===== src/rtl/uart_io_port_bridge_pkg.sv =====
// uart_io_pkg: register map, status constants and FSM encodings shared by the UART IO bridge
package uart_io_pkg;
   localparam logic [1:0] OFS_DATA   = 2'd0;
   localparam logic [1:0] OFS_RXRDY  = 2'd1;
   localparam logic [1:0] OFS_TXFULL = 2'd2;
   localparam logic [1:0] OFS_STAT   = 2'd3;
   localparam logic [7:0] STAT_TRUE  = 8'hFF;
   localparam logic [7:0] STAT_FALSE = 8'h00;
   localparam logic [7:0] UNMAPPED   = 8'hFF;
   typedef enum logic [1:0] {TX_IDLE, TX_START, TX_DATA, TX_STOP} tx_state_t;
   typedef enum logic [1:0] {RX_IDLE, RX_START, RX_DATA, RX_STOP} rx_state_t;
endpackage


===== src/rtl/uart_io_port_bridge_if.sv =====
// uart_io_port_bridge_if: processor IO port bus (address, write data, strobes, read data)
interface uart_io_port_bridge_if;
   logic [7:0] IO_port_ID;
   logic [7:0] IO_write_data;
   logic       IO_write_strobe;
   logic       IO_read_strobe;
   logic [7:0] IO_read_data;
   modport master (output IO_port_ID, IO_write_data, IO_write_strobe, IO_read_strobe, input IO_read_data);
   modport slave  (input IO_port_ID, IO_write_data, IO_write_strobe, IO_read_strobe, output IO_read_data);
endinterface


===== src/rtl/uart_io_port_bridge_fifo.sv =====
// io_sync_fifo: single-clock show-ahead FIFO; a pop frees the slot for a same-cycle push when full
module io_sync_fifo #(
   parameter int WIDTH = 8,
   parameter int DEPTH = 16
) (
   input  logic                   clk100,
   input  logic                   reset,
   input  logic                   push,
   input  logic                   pop,
   input  logic [WIDTH-1:0]       din,
   output logic [WIDTH-1:0]       dout,
   output logic                   full,
   output logic                   empty,
   output logic [$clog2(DEPTH):0] count
);
   localparam int AW = $clog2(DEPTH);
   logic [WIDTH-1:0] mem [DEPTH];
   logic [AW-1:0] wr_ptr, rd_ptr;
   logic do_push, do_pop;
   assign empty = count == '0;
   assign full = count == (AW+1)'(DEPTH);
   assign do_pop = pop && !empty;
   assign do_push = push && (!full || do_pop);
   assign dout = mem[rd_ptr];
   always_ff @(posedge clk100) if (do_push) mem[wr_ptr] <= din;
   always_ff @(posedge clk100) begin
      if (reset) begin
         wr_ptr <= '0;
         rd_ptr <= '0;
         count <= '0;
      end else begin
         if (do_push) wr_ptr <= wr_ptr + AW'(1);
         if (do_pop) rd_ptr <= rd_ptr + AW'(1);
         count <= count + (AW+1)'(do_push) - (AW+1)'(do_pop);
      end
   end
endmodule


===== src/rtl/uart_io_port_bridge.sv =====
// uart_io_port_bridge: memory-mapped 8N1 UART on the processor IO port bus with RX/TX FIFOs
module uart_io_port_bridge
   import uart_io_pkg::*;
#(
   parameter int         BAUD_DIV   = 868,
   parameter int         FIFO_DEPTH = 16,
   parameter logic [7:0] BASE_PORT  = 8'h01
) (
   input  logic                  clk100,
   input  logic                  reset,
   uart_io_port_bridge_if.slave  bus,
   input  logic                  uart_rx,
   output logic                  uart_tx,
   output logic                  irq
);
   localparam int CW = $clog2(BAUD_DIV);
   localparam int NW = $clog2(FIFO_DEPTH) + 1;
   localparam logic [CW-1:0] BIT_END = CW'(BAUD_DIV - 1);
   localparam logic [CW-1:0] MID = CW'(BAUD_DIV / 2 - 1);
   logic rd_q, wr_q, rd_edge, wr_edge, mapped, stat_rd;
   logic [7:0] offset, reg_data, rx_dout, tx_dout, rx_shift, tx_shift;
   logic [1:0] ofs;
   logic rx_push, rx_ferr, rx_done, rx_pop, rx_full, rx_empty;
   logic tx_push, tx_pop, tx_full, tx_empty;
   logic [NW-1:0] rx_count, tx_count;
   logic overrun, framing_err, unused_count;
   logic [2:0] rx_sync, rx_bit, tx_bit;
   logic [CW-1:0] rx_cnt, tx_cnt;
   tx_state_t tx_state;
   rx_state_t rx_state;
   assign offset = bus.IO_port_ID - BASE_PORT;
   assign ofs = offset[1:0];
   assign mapped = offset[7:2] == '0;
   assign rd_edge = bus.IO_read_strobe && !rd_q;
   assign wr_edge = bus.IO_write_strobe && !wr_q;
   assign rx_pop = rd_edge && mapped && ofs == OFS_DATA;
   assign tx_push = wr_edge && mapped && ofs == OFS_DATA;
   assign stat_rd = rd_edge && mapped && ofs == OFS_STAT;
   assign reg_data = !mapped           ? UNMAPPED :
                     ofs == OFS_DATA   ? (rx_empty ? 8'h00 : rx_dout) :
                     ofs == OFS_RXRDY  ? (rx_empty ? STAT_FALSE : STAT_TRUE) :
                     ofs == OFS_TXFULL ? (tx_full ? STAT_TRUE : STAT_FALSE) :
                                         {overrun, framing_err, 6'b0};
   assign bus.IO_read_data = bus.IO_read_strobe ? reg_data : 8'h00;
   assign irq = rx_count != '0 || overrun || framing_err;
   assign unused_count = ^tx_count;
   io_sync_fifo #(.WIDTH(8), .DEPTH(FIFO_DEPTH)) rx_fifo (
      .clk100(clk100), .reset(reset), .push(rx_push), .pop(rx_pop), .din(rx_shift),
      .dout(rx_dout), .full(rx_full), .empty(rx_empty), .count(rx_count)
   );
   io_sync_fifo #(.WIDTH(8), .DEPTH(FIFO_DEPTH)) tx_fifo (
      .clk100(clk100), .reset(reset), .push(tx_push), .pop(tx_pop), .din(bus.IO_write_data),
      .dout(tx_dout), .full(tx_full), .empty(tx_empty), .count(tx_count)
   );
   // a flag set in the same cycle as a status read survives the clear
   always_ff @(posedge clk100) begin
      if (reset) begin
         rd_q <= 1'b0;
         wr_q <= 1'b0;
         overrun <= 1'b0;
         framing_err <= 1'b0;
      end else begin
         rd_q <= bus.IO_read_strobe;
         wr_q <= bus.IO_write_strobe;
         if (stat_rd) begin
            overrun <= 1'b0;
            framing_err <= 1'b0;
         end
         if (rx_push && rx_full && !rx_pop) overrun <= 1'b1;
         if (rx_ferr) framing_err <= 1'b1;
      end
   end
   assign tx_pop = !tx_empty && (tx_state == TX_IDLE || (tx_state == TX_STOP && tx_cnt == BIT_END));
   always_ff @(posedge clk100) begin
      if (reset) begin
         tx_state <= TX_IDLE;
         tx_cnt <= '0;
         tx_bit <= '0;
         tx_shift <= '0;
         uart_tx <= 1'b1;
      end else if (tx_pop) begin
         tx_state <= TX_START;
         tx_cnt <= '0;
         tx_shift <= tx_dout;
         uart_tx <= 1'b0;
      end else if (tx_state != TX_IDLE) begin
         tx_cnt <= tx_cnt == BIT_END ? '0 : tx_cnt + CW'(1);
         if (tx_cnt == BIT_END) begin
            case (tx_state)
               TX_START: begin
                  tx_state <= TX_DATA;
                  tx_bit <= '0;
                  uart_tx <= tx_shift[0];
               end
               TX_DATA: begin
                  tx_bit <= tx_bit + 3'd1;
                  tx_shift <= tx_shift >> 1;
                  tx_state <= tx_bit == 3'd7 ? TX_STOP : TX_DATA;
                  uart_tx <= tx_bit == 3'd7 ? 1'b1 : tx_shift[1];
               end
               default: tx_state <= TX_IDLE;
            endcase
         end
      end
   end
   // rx_sync[1] is the synchronised line, rx_sync[2] its previous value for edge detection
   assign rx_done = rx_state == RX_STOP && rx_cnt == BIT_END;
   assign rx_push = rx_done && rx_sync[1];
   assign rx_ferr = rx_done && !rx_sync[1];
   always_ff @(posedge clk100) begin
      if (reset) begin
         rx_sync <= 3'b111;
         rx_state <= RX_IDLE;
         rx_cnt <= '0;
         rx_bit <= '0;
         rx_shift <= '0;
      end else begin
         rx_sync <= {rx_sync[1:0], uart_rx};
         rx_cnt <= rx_cnt + CW'(1);
         case (rx_state)
            RX_IDLE: begin
               rx_cnt <= '0;
               if (rx_sync[2] && !rx_sync[1]) rx_state <= RX_START;
            end
            RX_START: if (rx_cnt == MID) begin
               rx_cnt <= '0;
               rx_bit <= '0;
               rx_state <= rx_sync[1] ? RX_IDLE : RX_DATA;
            end
            RX_DATA: if (rx_cnt == BIT_END) begin
               rx_cnt <= '0;
               rx_bit <= rx_bit + 3'd1;
               rx_shift <= {rx_sync[1], rx_shift[7:1]};
               if (rx_bit == 3'd7) rx_state <= RX_STOP;
            end
            default: if (rx_cnt == BIT_END) rx_state <= RX_IDLE;
         endcase
      end
   end
endmodule

===== src/flat_wrapper.sv =====
// flat-port wrapper written by rule: the top's interface ports become plain ports
module uart_io_port_bridge_flat import uart_io_pkg::*;
#(
   parameter int         BAUD_DIV   = 868,
   parameter int         FIFO_DEPTH = 16,
   parameter logic [7:0] BASE_PORT  = 8'h01
)
  (clk100, reset, uart_rx, uart_tx, irq, bus_IO_port_ID, bus_IO_write_data, bus_IO_write_strobe, bus_IO_read_strobe, bus_IO_read_data);
  uart_io_port_bridge_if bus_i ();
  input  logic clk100;
  input  logic reset;
  input  logic uart_rx;
  output logic uart_tx;
  output logic irq;
  input wire logic [$bits(bus_i.IO_port_ID)-1:0] bus_IO_port_ID;
  input wire logic [$bits(bus_i.IO_write_data)-1:0] bus_IO_write_data;
  input wire logic [$bits(bus_i.IO_write_strobe)-1:0] bus_IO_write_strobe;
  input wire logic [$bits(bus_i.IO_read_strobe)-1:0] bus_IO_read_strobe;
  output wire logic [$bits(bus_i.IO_read_data)-1:0] bus_IO_read_data;
  assign bus_i.IO_port_ID = bus_IO_port_ID;
  assign bus_i.IO_write_data = bus_IO_write_data;
  assign bus_i.IO_write_strobe = bus_IO_write_strobe;
  assign bus_i.IO_read_strobe = bus_IO_read_strobe;
  assign bus_IO_read_data = bus_i.IO_read_data;
  uart_io_port_bridge #(.BAUD_DIV(BAUD_DIV), .FIFO_DEPTH(FIFO_DEPTH), .BASE_PORT(BASE_PORT)) u_core (.clk100(clk100), .reset(reset), .bus(bus_i), .uart_rx(uart_rx), .uart_tx(uart_tx), .irq(irq));
endmodule

===== config.mk =====
export PLATFORM = sky130hd
export DESIGN_NAME = uart_io_port_bridge_flat
export DESIGN_NICKNAME = d
export VERILOG_FILES = /design/src/rtl/uart_io_port_bridge_pkg.sv /design/src/rtl/uart_io_port_bridge_if.sv /design/src/rtl/uart_io_port_bridge_fifo.sv /design/src/rtl/uart_io_port_bridge.sv /design/src/flat_wrapper.sv
export SDC_FILE = /design/constraint.sdc
export NUM_CORES = 1
export LEC_CHECK = 0
export BUFFER_PORTS_ARGS = -buffer_cell sky130_fd_sc_hd__clkbuf_2
export CORE_ASPECT_RATIO = 1.4
export CORE_MARGIN = 4
export CORE_UTILIZATION = 50
export CTS_CLUSTER_DIAMETER = 30
export DETAILED_ROUTE_END_ITERATION = 7
export PLACE_DENSITY = 0.68
export SLEW_MARGIN = 30
export SYNTH_ARGS = -nofsm -noshare
export SYNTH_HDL_FRONTEND = slang
export SYNTH_SLANG_ARGS = --single-unit
export TNS_END_PERCENT = 100

===== constraint.sdc =====
create_clock -name clk100 -period 4.1 [get_ports clk100]
set_clock_uncertainty 0.05 [all_clocks]
set_input_delay 0.205 -clock clk100 [delete_from_list [all_inputs] [get_ports clk100]]
set_output_delay 0.205 -clock clk100 [all_outputs]
set_load 0.01 [all_outputs]

==> results_dict.tcl <==
set metrics [dict create \
    nNetsFinal 1042 \
    clock_latency_ps 570 \
    top_layer "met5" \
    slew_headroom 0.343 \
    path_clk_slew_ps 60 \
    drive_gt1_frac 0.210 \
    remaining_drc_errors 0 \
    finalHoldViolations 0 \
    h-tree-depth 2 \
    start_kind "register" \
    ys_types 56 \
    worstPathCellList "inv_1 -> ha_1 -> nor4b_1 -> and4b_1 -> nor2_1 -> or2_2 -> nand2_1 -> ha_1 -> inv_1 -> fa_1 -> inv_1 -> a21oi_1 -> nor2_1 -> or3_1 -> a21oi_1" \
    multi_input_area_mm2 0.00438 \
    internal_power_mw 7.00 \
    hpwl_mm 18.2 \
    critPathKind "reg -> reg" \
    post-route-worst-setup-slack_ps 748 \
    power_density_mw_per_mm2 559 \
    gr-total-overflow 0 \
    pwr-share-seq 0.422 \
    p_comb_frac 0.103 \
    ys.warnings.count 0 \
    yosysMostFrequentCell "edfxtp_1" \
    track_usage 0.191 \
    synth.avg_cell_area_um2 15.4 \
    outcome "completed" \
    crit_path_frequent_cell "inv_1" \
    synth_top_cell_by_area "edfxtp_1" \
    dominantRegCellSynth "edfxtp_1" \
    clockBufferDepth 3 \
    antenna_found_initial 1 \
    port_buffers 30 \
    initial_core_util 0.509 \
    tightest_slew_ps 984 \
    synth_edf_count 256 \
    synth_cells 918 \
    async_reset_ff_frac 0 \
    viasPerCell 5.58 \
    grt_pass1_vias 8243 \
    grt_pass1_wl_mm 45.2 \
    netlist_area_mm2 0.0141 \
    cts_tree "yes" \
    hold_buffers 4 \
    cts_sinks 344 \
    crit_required_ps 4530 \
    reg2reg_slack_ps 750 \
    coreArea_mm2 0.0277 \
    synth_commonest_cells "edfxtp_1 (256), dfxtp_1 (88), nor2_1 (73)" \
    hold_depth 1 \
    r2r_end "u_core.tx_fifo.count[4]$_SDFF_PP0_" \
    via_count 7799 \
    wirelength_met1_mm 11.2 \
    cts_root_buffer "clkbuf_16" \
    wl_met3_mm 1.14 \
    wl_mm 28.2 \
    cts_buffers 51 \
    hold_start "bus_IO_write_data[5]" \
    post-cts-setup-buffers 0 \
    regArea_mm2 0.00945 \
    p_leak_nw 5.59 \
    whs_ps 53.8 \
    antenna_cells 0 \
    maxCapViolCount 0 \
    period_needed_ps 3350 \
    maxSlewViolCount 0 \
    syn_nets 973 \
    hp-class "in -> reg" \
    synth_area_leaders "edfxtp_1 (54%), dfxtp_1 (12%), mux4_2 (10%)" \
    ys_seq_area_frac 0.669 \
    ctsResizeCount 0 \
    fillCellCount 2172 \
    die_area_mm2 0.0310 \
    switching_share 0.244 \
    slowest_stage "nor4b_1" \
    clock.fmax_mhz 298 \
    timing.rr.start "u_core.tx_fifo.count[2]$_SDFF_PP0_" \
    dr.pass1.iters 4 \
    dr.first_iter.drc_count 498 \
    ant_nets 0 \
    avgRoutedWirePerCell_um 20.1 \
    rsz0062_at_grt "no" \
    cp-end-kind "register" \
    grt_max_degree 34 \
    syn_to_final_growth_pct 17.3 \
    fin_util 0.597 \
    rr_worst_depth 15 \
    wl_met2_mm 14.9 \
    die_h_um 207 \
    switchingPower_mw 2.26 \
    period_share 0.818 \
    die_x_um 150 \
    setup_viol 0 \
    max_stage_delay_ps 610 \
    critPathArrivalTime_ps 3780 \
    synth_top_area_frac 0.545 \
    timing.setup.tns_ps 0 \
    num_rows 72 \
    synth_seq_cells 344 \
    io_pins 31 \
    peakVddDrop_uv 475 \
    clkPwrFrac 0.476 \
    place_ws_ps 780 \
    globalplace.congestion 0.783 \
    hold_end "u_core.tx_fifo.mem[0][5]$_DFFE_PP_" \
    crit_fanout 7 \
]
## critical path: cells and delay by family (launching register included)
family,cells,cell delay (ps)
AO/OA/AOI/OAI,2,260
adder cells (fa/ha/maj),3,580
buffers and inverters,3,200
AND/OR/NAND/NOR,7,1890
flip-flops,1,310
## registers in the layout, indices dropped and copies added (netlist names), 4 cells and up, named ones only
| signal | flops |
|---|---|
| u_core.rx_shift | 8 |
| u_core.rx_cnt | 10 |
| u_core.rx_fifo.count | 5 |
| u_core.tx_fifo.count | 5 |
| u_core.tx_fifo.mem | 128 |
| u_core.rx_fifo.rd_ptr | 4 |
| u_core.tx_shift | 8 |
| u_core.tx_cnt | 10 |
| u_core.rx_fifo.mem | 128 |
| u_core.tx_fifo.wr_ptr | 4 |
| u_core.rx_fifo.wr_ptr | 4 |
| u_core.tx_fifo.rd_ptr | 4 |
## power groups by stage
stage          registers [mW]  logic, mW  clock network, mW
2_1_floorplan            3.93      0.740                  0
3_3_place_gp             3.97      0.947                  0
3_5_place_dp             3.98      0.958                  0
4_1_cts                  3.90      0.967               4.49
5_1_grt                  3.92       1.07               4.67
6_report                 3.90      0.951               4.41
## stage by stage
step	instances	cell area (µm²)	power, mW
3_5_place_dp	1300	14700	4.93
4_1_cts	1398	16600	9.36
2_1_floorplan	918	14100	4.67
6_report	1398	16600	9.26
5_1_grt	1398	16600	9.65
3_3_place_gp	1300	14700	4.92
## worst max-delay path by stage
stage,startpoint,end,cells past startpoint,slack [ps]
2_1_floorplan,bus_IO_port_ID[4],u_core.rx_fifo.count[4]$_SDFF_PP0_,13,1040
3_3_place_gp,u_core.tx_fifo.count[3]$_SDFF_PP0_,u_core.tx_fifo.count[4]$_SDFF_PP0_,15,870
3_5_place_dp,u_core.tx_fifo.count[2]$_SDFF_PP0_,u_core.tx_fifo.count[4]$_SDFF_PP0_,15,780
4_1_cts,u_core.tx_fifo.count[3]$_SDFF_PP0_,u_core.tx_fifo.count[4]$_SDFF_PP0_,15,750
5_1_grt,u_core.tx_fifo.count[3]$_SDFF_PP0_,u_core.tx_fifo.count[4]$_SDFF_PP0_,15,330
6_report,u_core.tx_fifo.count[2]$_SDFF_PP0_,u_core.tx_fifo.count[4]$_SDFF_PP0_,15,750
## cell usage in the layout, fill, tap and decap left out, drive strengths merged, types with 8 or more instances in the layout
cell type	synthesis	final
a21oi	31	31
nand2b	8	8
o21ai	13	13
and2	21	21
edfxtp	256	256
dfxtp	88	88
xnor2	17	17
xor2	15	15
o221ai	9	9
a22oi	23	23
nor2b	14	14
clkinv	0	13
and3	11	11
nor2	73	73
nand3	23	23
ha	32	32
nand2	37	37
nor3	16	16
buf	11	21
mux4	63	63
clkbuf	28	89
inv	34	48
mux2i	28	28
## final cells by class
| cell class | count | area share |
|---|---|---|
| multi-input cells | 501 | 0.265 |
| clock buffers | 59 | 0.0846 |
| well taps | 370 | 0.0280 |
| flip-flops and latches | 344 | 0.571 |
| inverters | 34 | 0.00771 |
| clock inverters | 35 | 0.0229 |
| repair buffers | 55 | 0.0210 |
## cell families after synthesis
logic type                 Yosys count  synth area share
xor gates and xnor gates            32            0.0199
muxes                               93             0.122
adders and majority gates           34            0.0312
buffers and inverters               73            0.0201
DFF                                344             0.669
and+or+nand+nor                    248            0.0931
AOI/OAI and AO/OA                   94            0.0444
## metal layers
metal,vias to the layer above,GRT usage
met4,2,0.0775
met5,-,0
met2,156,0.338
met3,65,0.0360
li1,3671,-
met1,3905,0.228
Note: power is estimated with default switching activity, not from simulation.
